File: src/rtl/rounding_pkg.sv
// rounding_pkg
//   Shared definitions for the rounding pipeline: the 3-bit rounding mode
//   type and the named mode codes. Codes 6 and 7 are unnamed and behave as
//   truncate.
package rounding_pkg;

  typedef logic [2:0] rnd_mode_t;

  localparam rnd_mode_t RND_TRUNC      = 3'd0;
  localparam rnd_mode_t RND_HALFUP     = 3'd1;
  localparam rnd_mode_t RND_HALFDOWN   = 3'd2;
  localparam rnd_mode_t RND_TOZERO     = 3'd3;
  localparam rnd_mode_t RND_FROMZERO   = 3'd4;
  localparam rnd_mode_t RND_CONVERGENT = 3'd5;

endpackage

File: src/rtl/round_offset.sv
// round_offset
//   Combinational offset selection. The offset is added to the input sample
//   before the low IWID-OWID bits are dropped; the choice of offset is what
//   realises each rounding mode.
// Ports:
//   mode      rounding mode of the current beat
//   sign      sign bit of the input sample
//   kept_lsb  LSB of the field that survives the drop
//   offset    IWID-bit non-negative offset
module round_offset
  import rounding_pkg::*;
#(
  parameter int IWID = 16,
  parameter int OWID = 8
) (
  input  rnd_mode_t         mode,
  input  logic              sign,
  input  logic              kept_lsb,
  output logic [IWID-1:0]   offset
);

  localparam int              D       = IWID - OWID;
  localparam logic [IWID-1:0] ONE     = {{(IWID-1){1'b0}}, 1'b1};
  localparam logic [IWID-1:0] HALF    = ONE << (D - 1);
  localparam logic [IWID-1:0] HALF_M1 = HALF - ONE;

  // HALF pushes an exact tie upward, HALF-1 leaves it below; the sign or
  // kept LSB decides which way a tie goes for the symmetric modes.
  always_comb begin
    offset = '0;
    case (mode)
      RND_HALFUP:     offset = HALF;
      RND_HALFDOWN:   offset = HALF_M1;
      RND_TOZERO:     offset = sign ? HALF : HALF_M1;
      RND_FROMZERO:   offset = sign ? HALF_M1 : HALF;
      RND_CONVERGENT: offset = kept_lsb ? HALF : HALF_M1;
      default:        offset = '0;
    endcase
  end

endmodule

File: src/rtl/rounding_pipe.sv
// rounding_pipe
//   Two-stage valid/ready pipeline that rounds a signed IWID-bit sample to
//   OWID bits using a per-beat rounding mode, with sticky overflow flag.
//   Optional feature macro: ROUNDING_SAT_EN -- when defined, an overflowing
//   result saturates to the maximum positive value; otherwise it wraps.
// Ports:
//   i_clk, i_areset_n     clock, asynchronous active-low reset
//   i_valid/o_ready       input beat handshake
//   i_data, i_mode        input sample and its rounding mode
//   o_valid/i_ready       output beat handshake
//   o_data                rounded sample
//   i_clr_ovf, o_overflow sticky overflow flag and its clear
module rounding_pipe
  import rounding_pkg::*;
#(
  parameter int IWID = 16,
  parameter int OWID = 8
) (
  input  logic            i_clk,
  input  logic            i_areset_n,
  input  logic            i_valid,
  output logic            o_ready,
  input  logic [IWID-1:0] i_data,
  input  rnd_mode_t       i_mode,
  output logic            o_valid,
  input  logic            i_ready,
  output logic [OWID-1:0] o_data,
  input  logic            i_clr_ovf,
  output logic            o_overflow
);

  localparam int D = IWID - OWID;

  logic [IWID-1:0] offset;
  logic [IWID:0]   sum;
  logic            s1_valid;
  logic [IWID:0]   s1_sum;
  logic            s1_adv;
  logic            s2_adv;
  logic            accept;
  logic [OWID:0]   result;
  logic            ovf;
  logic            ovf_evt;
  logic [OWID-1:0] data_next;
  logic            unused_low;

  round_offset #(
    .IWID (IWID),
    .OWID (OWID)
  ) u_round_offset (
    .mode     (i_mode),
    .sign     (i_data[IWID-1]),
    .kept_lsb (i_data[D]),
    .offset   (offset)
  );

  // Handshake: a beat moves across an interface on a cycle where valid and
  // ready are both high. Each stage advances when it is empty or the stage
  // after it advances, so o_ready depends combinationally on i_ready and
  // drops only when both stages hold a beat and downstream is stalled.
  assign s2_adv  = !o_valid || i_ready;
  assign s1_adv  = !s1_valid || s2_adv;
  assign o_ready = s1_adv && i_areset_n;
  assign accept  = i_valid && o_ready;

  // One extra bit of headroom so rounding up from the top code is visible.
  assign sum = {i_data[IWID-1], i_data} + {1'b0, offset};

  assign result     = s1_sum[IWID:D];
  assign unused_low = ^s1_sum[D-1:0];
  // The offset is non-negative, so only positive overflow can show up here.
  assign ovf        = result[OWID] ^ result[OWID-1];
  assign ovf_evt    = s1_valid && s2_adv && ovf;

`ifdef ROUNDING_SAT_EN
  assign data_next = ovf ? {1'b0, {(OWID-1){1'b1}}} : result[OWID-1:0];
`else
  assign data_next = result[OWID-1:0];
`endif

  always_ff @(posedge i_clk or negedge i_areset_n) begin
    if (!i_areset_n) begin
      s1_valid   <= 1'b0;
      s1_sum     <= '0;
      o_valid    <= 1'b0;
      o_data     <= '0;
      o_overflow <= 1'b0;
    end else begin
      if (s1_adv) begin
        s1_valid <= accept;
        if (accept) s1_sum <= sum;
      end
      if (s2_adv) begin
        o_valid <= s1_valid;
        if (s1_valid) o_data <= data_next;
      end
      // A new overflow takes priority over a clear in the same cycle.
      if (ovf_evt)        o_overflow <= 1'b1;
      else if (i_clr_ovf) o_overflow <= 1'b0;
    end
  end

endmodule
File: config.mk
export PLATFORM = sky130hd
export DESIGN_NAME = rounding_pipe
export DESIGN_NICKNAME = d
export VERILOG_FILES = /design/src/rtl/rounding_pkg.sv /design/src/rtl/round_offset.sv /design/src/rtl/rounding_pipe.sv
export SDC_FILE = /design/constraint.sdc
export NUM_CORES = 1
export LEC_CHECK = 0
export ABC_AREA = 1
export CAP_MARGIN = 40
export CORE_UTILIZATION = 41
export DETAILED_ROUTE_END_ITERATION = 8
export GPL_ROUTABILITY_DRIVEN = 0
export HOLD_SLACK_MARGIN = 0.06
export PLACE_DENSITY_LB_ADDON = 0.1
export SYNTH_ARGS = -nofsm -noshare
export SYNTH_HDL_FRONTEND = slang
export SYNTH_SLANG_ARGS = --single-unit
File: constraint.sdc
create_clock -name i_clk -period 1.4 [get_ports i_clk]
set_input_delay 0.35 -clock i_clk [delete_from_list [all_inputs] [get_ports i_clk]]
set_output_delay 0.35 -clock i_clk [all_outputs]
set_load 0.05 [all_outputs]
==> results by group <==
Synthesis
  • Syn Std Cell Area: 0.00129 mm^2
  • Cell variety after synth: 27
  • Synth Instances: 176
  • Synthesized Nets: 207
  • Avg Cell Area, Syn: 7.34 um^2
  • Sequential fraction of the synthesis area: 38.8%
  • Syn. warnings: 0
  • Flop and latch count out of synthesis: 20

Clock network
  • Clock root cell: clkbuf_4
  • Max clock buf depth: 2
  • H-tree Lvls: 1
  • Clk sinks: 20
  • CTS Buf Count: 3
  • Skew-Pair Late Insertion Delay: 310 ps
  • CTS tree: built
  • Clk slew on worst S/H paths: 110 ps

Detailed routing
  • Final WL: 3590 um
  • Vias: 1423
  • Iter 0 DRT Violations: 30
  • Remaining antenna violation count: 0
  • First-pass detailed-route iteration total: 4
  • DR WL/cell: 12.4 um
  • DRC violations left: 0
  • Vias/cell: 4.91

STA
  • Final period utilization: 122%
  • Endpoints failing hold: 0
  • Tmin final: 1710 ps
  • Achievable Freq: 584 MHz
  • Clk_skew: 1.59 ps
  • Slew headroom: 78.5%
  • Fin Setup TNS: -2700 ps
  • Unrepaired setup endpoints after global routing: true
  • Fin. max-slew vios: 0
  • Pin slew with the least headroom to its limit: 320 ps
  • Final WS setup: -313 ps
  • # setup viols final: 10

Cells and area
  • Design area: 0.00236 mm^2
  • Diode count: 0
  • Commonest non-fill, non-tap cells in the layout: nand2_1, buf_4, dfrtp_1, clkdlybuf4s50_1, inv_1
  • Post-layout util: 77.9%
  • Area of the multi-input gates: 910 um^2
  • Post-route insts no fill: 290
  • Most common cell after layout, fill and taps aside: nand2_1
  • NumNets Final: 278
  • Filler cell count: 201
  • Ratio of cells with drive above 1 in the final layout: 39.4%
  • Flip-flop and latch area: 502 um^2
  • Area grow syn2layout: 82.8%

Setup path
  • Crit path launch: i_mode[0]
  • Startpoint Class: input pin
  • Crit Path Class: in2reg
  • Worst path required time: 1610 ps
  • Worst Setup EP: s1_sum[9]
  • Endpoint type of the worst setup path: flop
  • Reg2reg end: s1_sum[9]
  • Crit path DAT: 1920 ps
  • R2R setup slack: 50 ps
  • Reg2reg start: o_valid
  • CP Max Fanout: 8
  • R2R cell count: 10

Floorplanning
  • Area of the core: 0.00303 mm^2
  • I/O Pins: 35
  • Initial core utilization: 42.6%
  • Vert. Die Dim: 58.1 um
  • DIE WIDTH: 58.1 um
  • Row cnt: 20
  • Die footprint: 0.00338 mm^2

Min path
  • Hold crit path type: in2async

Global routing
  • First-pass GRT wire length: 6000 um
  • Overflow after GRT: 0
  • Largest net degree at the start of global routing: 21
  • Gr usage total: 22.9%
  • Vias in the first global route: 1423
  • Antenna violations before repair: 0

Power and ir drop
  • PD cells: 1010 mW/mm^2
  • Max IR drop VDD: 0.406 mV
  • Pleak: 1.11 nW
  • Design Power: 2.39 mW

Flow run
  • Max_cap viols: 0

Outcome
  • Failing checks: setup timing
  • Status: finished, violations left

Placed design
  • DP Area: 0.00210 mm^2
  • Hpwl dp: 2610 um
  • Placed Instances: 276
  • Port Buf Inserts: 34
cells in the mapped netlist:
| master | n | area share (%) |
|---|---|---|
| nand2_1 | 63 | 18 |
| dfrtp_1 | 20 | 39 |
| inv_1 | 20 | 5.8 |
| nand3_1 | 14 | 5.4 |
| a21oi_1 | 7 | 2.7 |
| ha_1 | 7 | 6.8 |
| nor2_1 | 6 | 1.7 |
| nand4_1 | 5 | 2.4 |
| o21ai_0 | 4 | 1.6 |
| nand2_2 | 3 | 1.5 |
| nor2_2 | 3 | 1.5 |
| nor3_1 | 3 | 1.2 |
| o21ai_1 | 3 | 1.2 |
| a21oi_2 | 2 | 1.4 |
| nand4_2 | 2 | 1.9 |
| o22ai_1 | 2 | 0.97 |
| xnor2_1 | 2 | 1.4 |
| clkbuf_1 | 1 | 0.29 |
| inv_2 | 1 | 0.29 |
| inv_4 | 1 | 0.48 |
| nand2_4 | 1 | 0.87 |
| nand3_2 | 1 | 0.78 |
| nand3b_1 | 1 | 0.58 |
| nor4_1 | 1 | 0.48 |
| o211ai_1 | 1 | 0.58 |
| o21a_1 | 1 | 0.58 |
| o21ai_2 | 1 | 0.68 |
how the worst min path moves through the flow:
| stage | start | endpoint | slack [ps] | depth (start not counted) |
|---|---|---|---|---|
| 6_report | i_areset_n | o_data[5] | 430 | 2 |
| 5_1_grt | i_areset_n | o_data[5] | 440 | 2 |
| 2_1_floorplan | i_areset_n | o_data[0] | 50 | 0 |
| 4_1_cts | i_areset_n | o_valid | 440 | 2 |
| 3_5_place_dp | s1_valid | o_valid | 460 | 2 |
| 3_3_place_gp | s1_valid | o_valid | 450 | 2 |
sequential cells by signal, indices dropped and copies added (netlist names):
| signal | flops |
|---|---|
| s1_sum | 9 |
| o_data | 8 |
| o_overflow | 1 |
| o_valid | 1 |
| s1_valid | 1 |
timing repair:
item | in CTS | in global routing
cloned | 0 | 0
endpoints found under the setup margin | 10 | 12
pin swaps | 26 | 8
buffers inserted | 10 | 2
gates resized for setup | 62 | 6
hold buffers | 0 | 0
cell families after synthesis:
family / share of synthesized area [%]
simple gates: 36.6
fa+ha+maj: 6.78
buf+inv: 6.88
xor+xnor: 1.36
compound gates: 9.59
flops: 38.8
layout make-up:
type | instances | share of cell area (%)
multi-input combinational | 133 | 38.5
timing repair buffer | 67 | 31.9
sequential | 20 | 21.3
inverter | 22 | 4.40
clock buffer | 4 | 1.54
tap | 44 | 2.33
power by group:
| group | switching [mW] | internal (mW) |
|---|---|---|
| clock | 0.184 | 0.159 |
| sequential | 0.104 | 0.694 |
| combinational | 0.631 | 0.621 |
routing by layer:
layer  part of all wire [%]  track usage [%]
met4                    2.1             10.9
met2                     57             44.3
met5                      0                0
met3                    3.0             2.90
met1                     38             24.3
critical path, cell delays in order:
cell,delay (ps)
buf_8,110
nor2_4,110
nand3_2,90
nand3_4,200
ha_4,260
a21oi_4,150
o21ai_2,80
a21oi_2,170
nand2_4,110
xnor2_1,210
o21ai_1,90
per-stage QoR:
stage,hold WS [ps],setup slack (ps)
3_3_place_gp,452,-1150
6_report,430,-313
2_1_floorplan,54.4,-431
4_1_cts,437,-327
5_1_grt,439,-420
3_5_place_dp,458,-1250
Note: power is estimated with default switching activity, not from simulation.
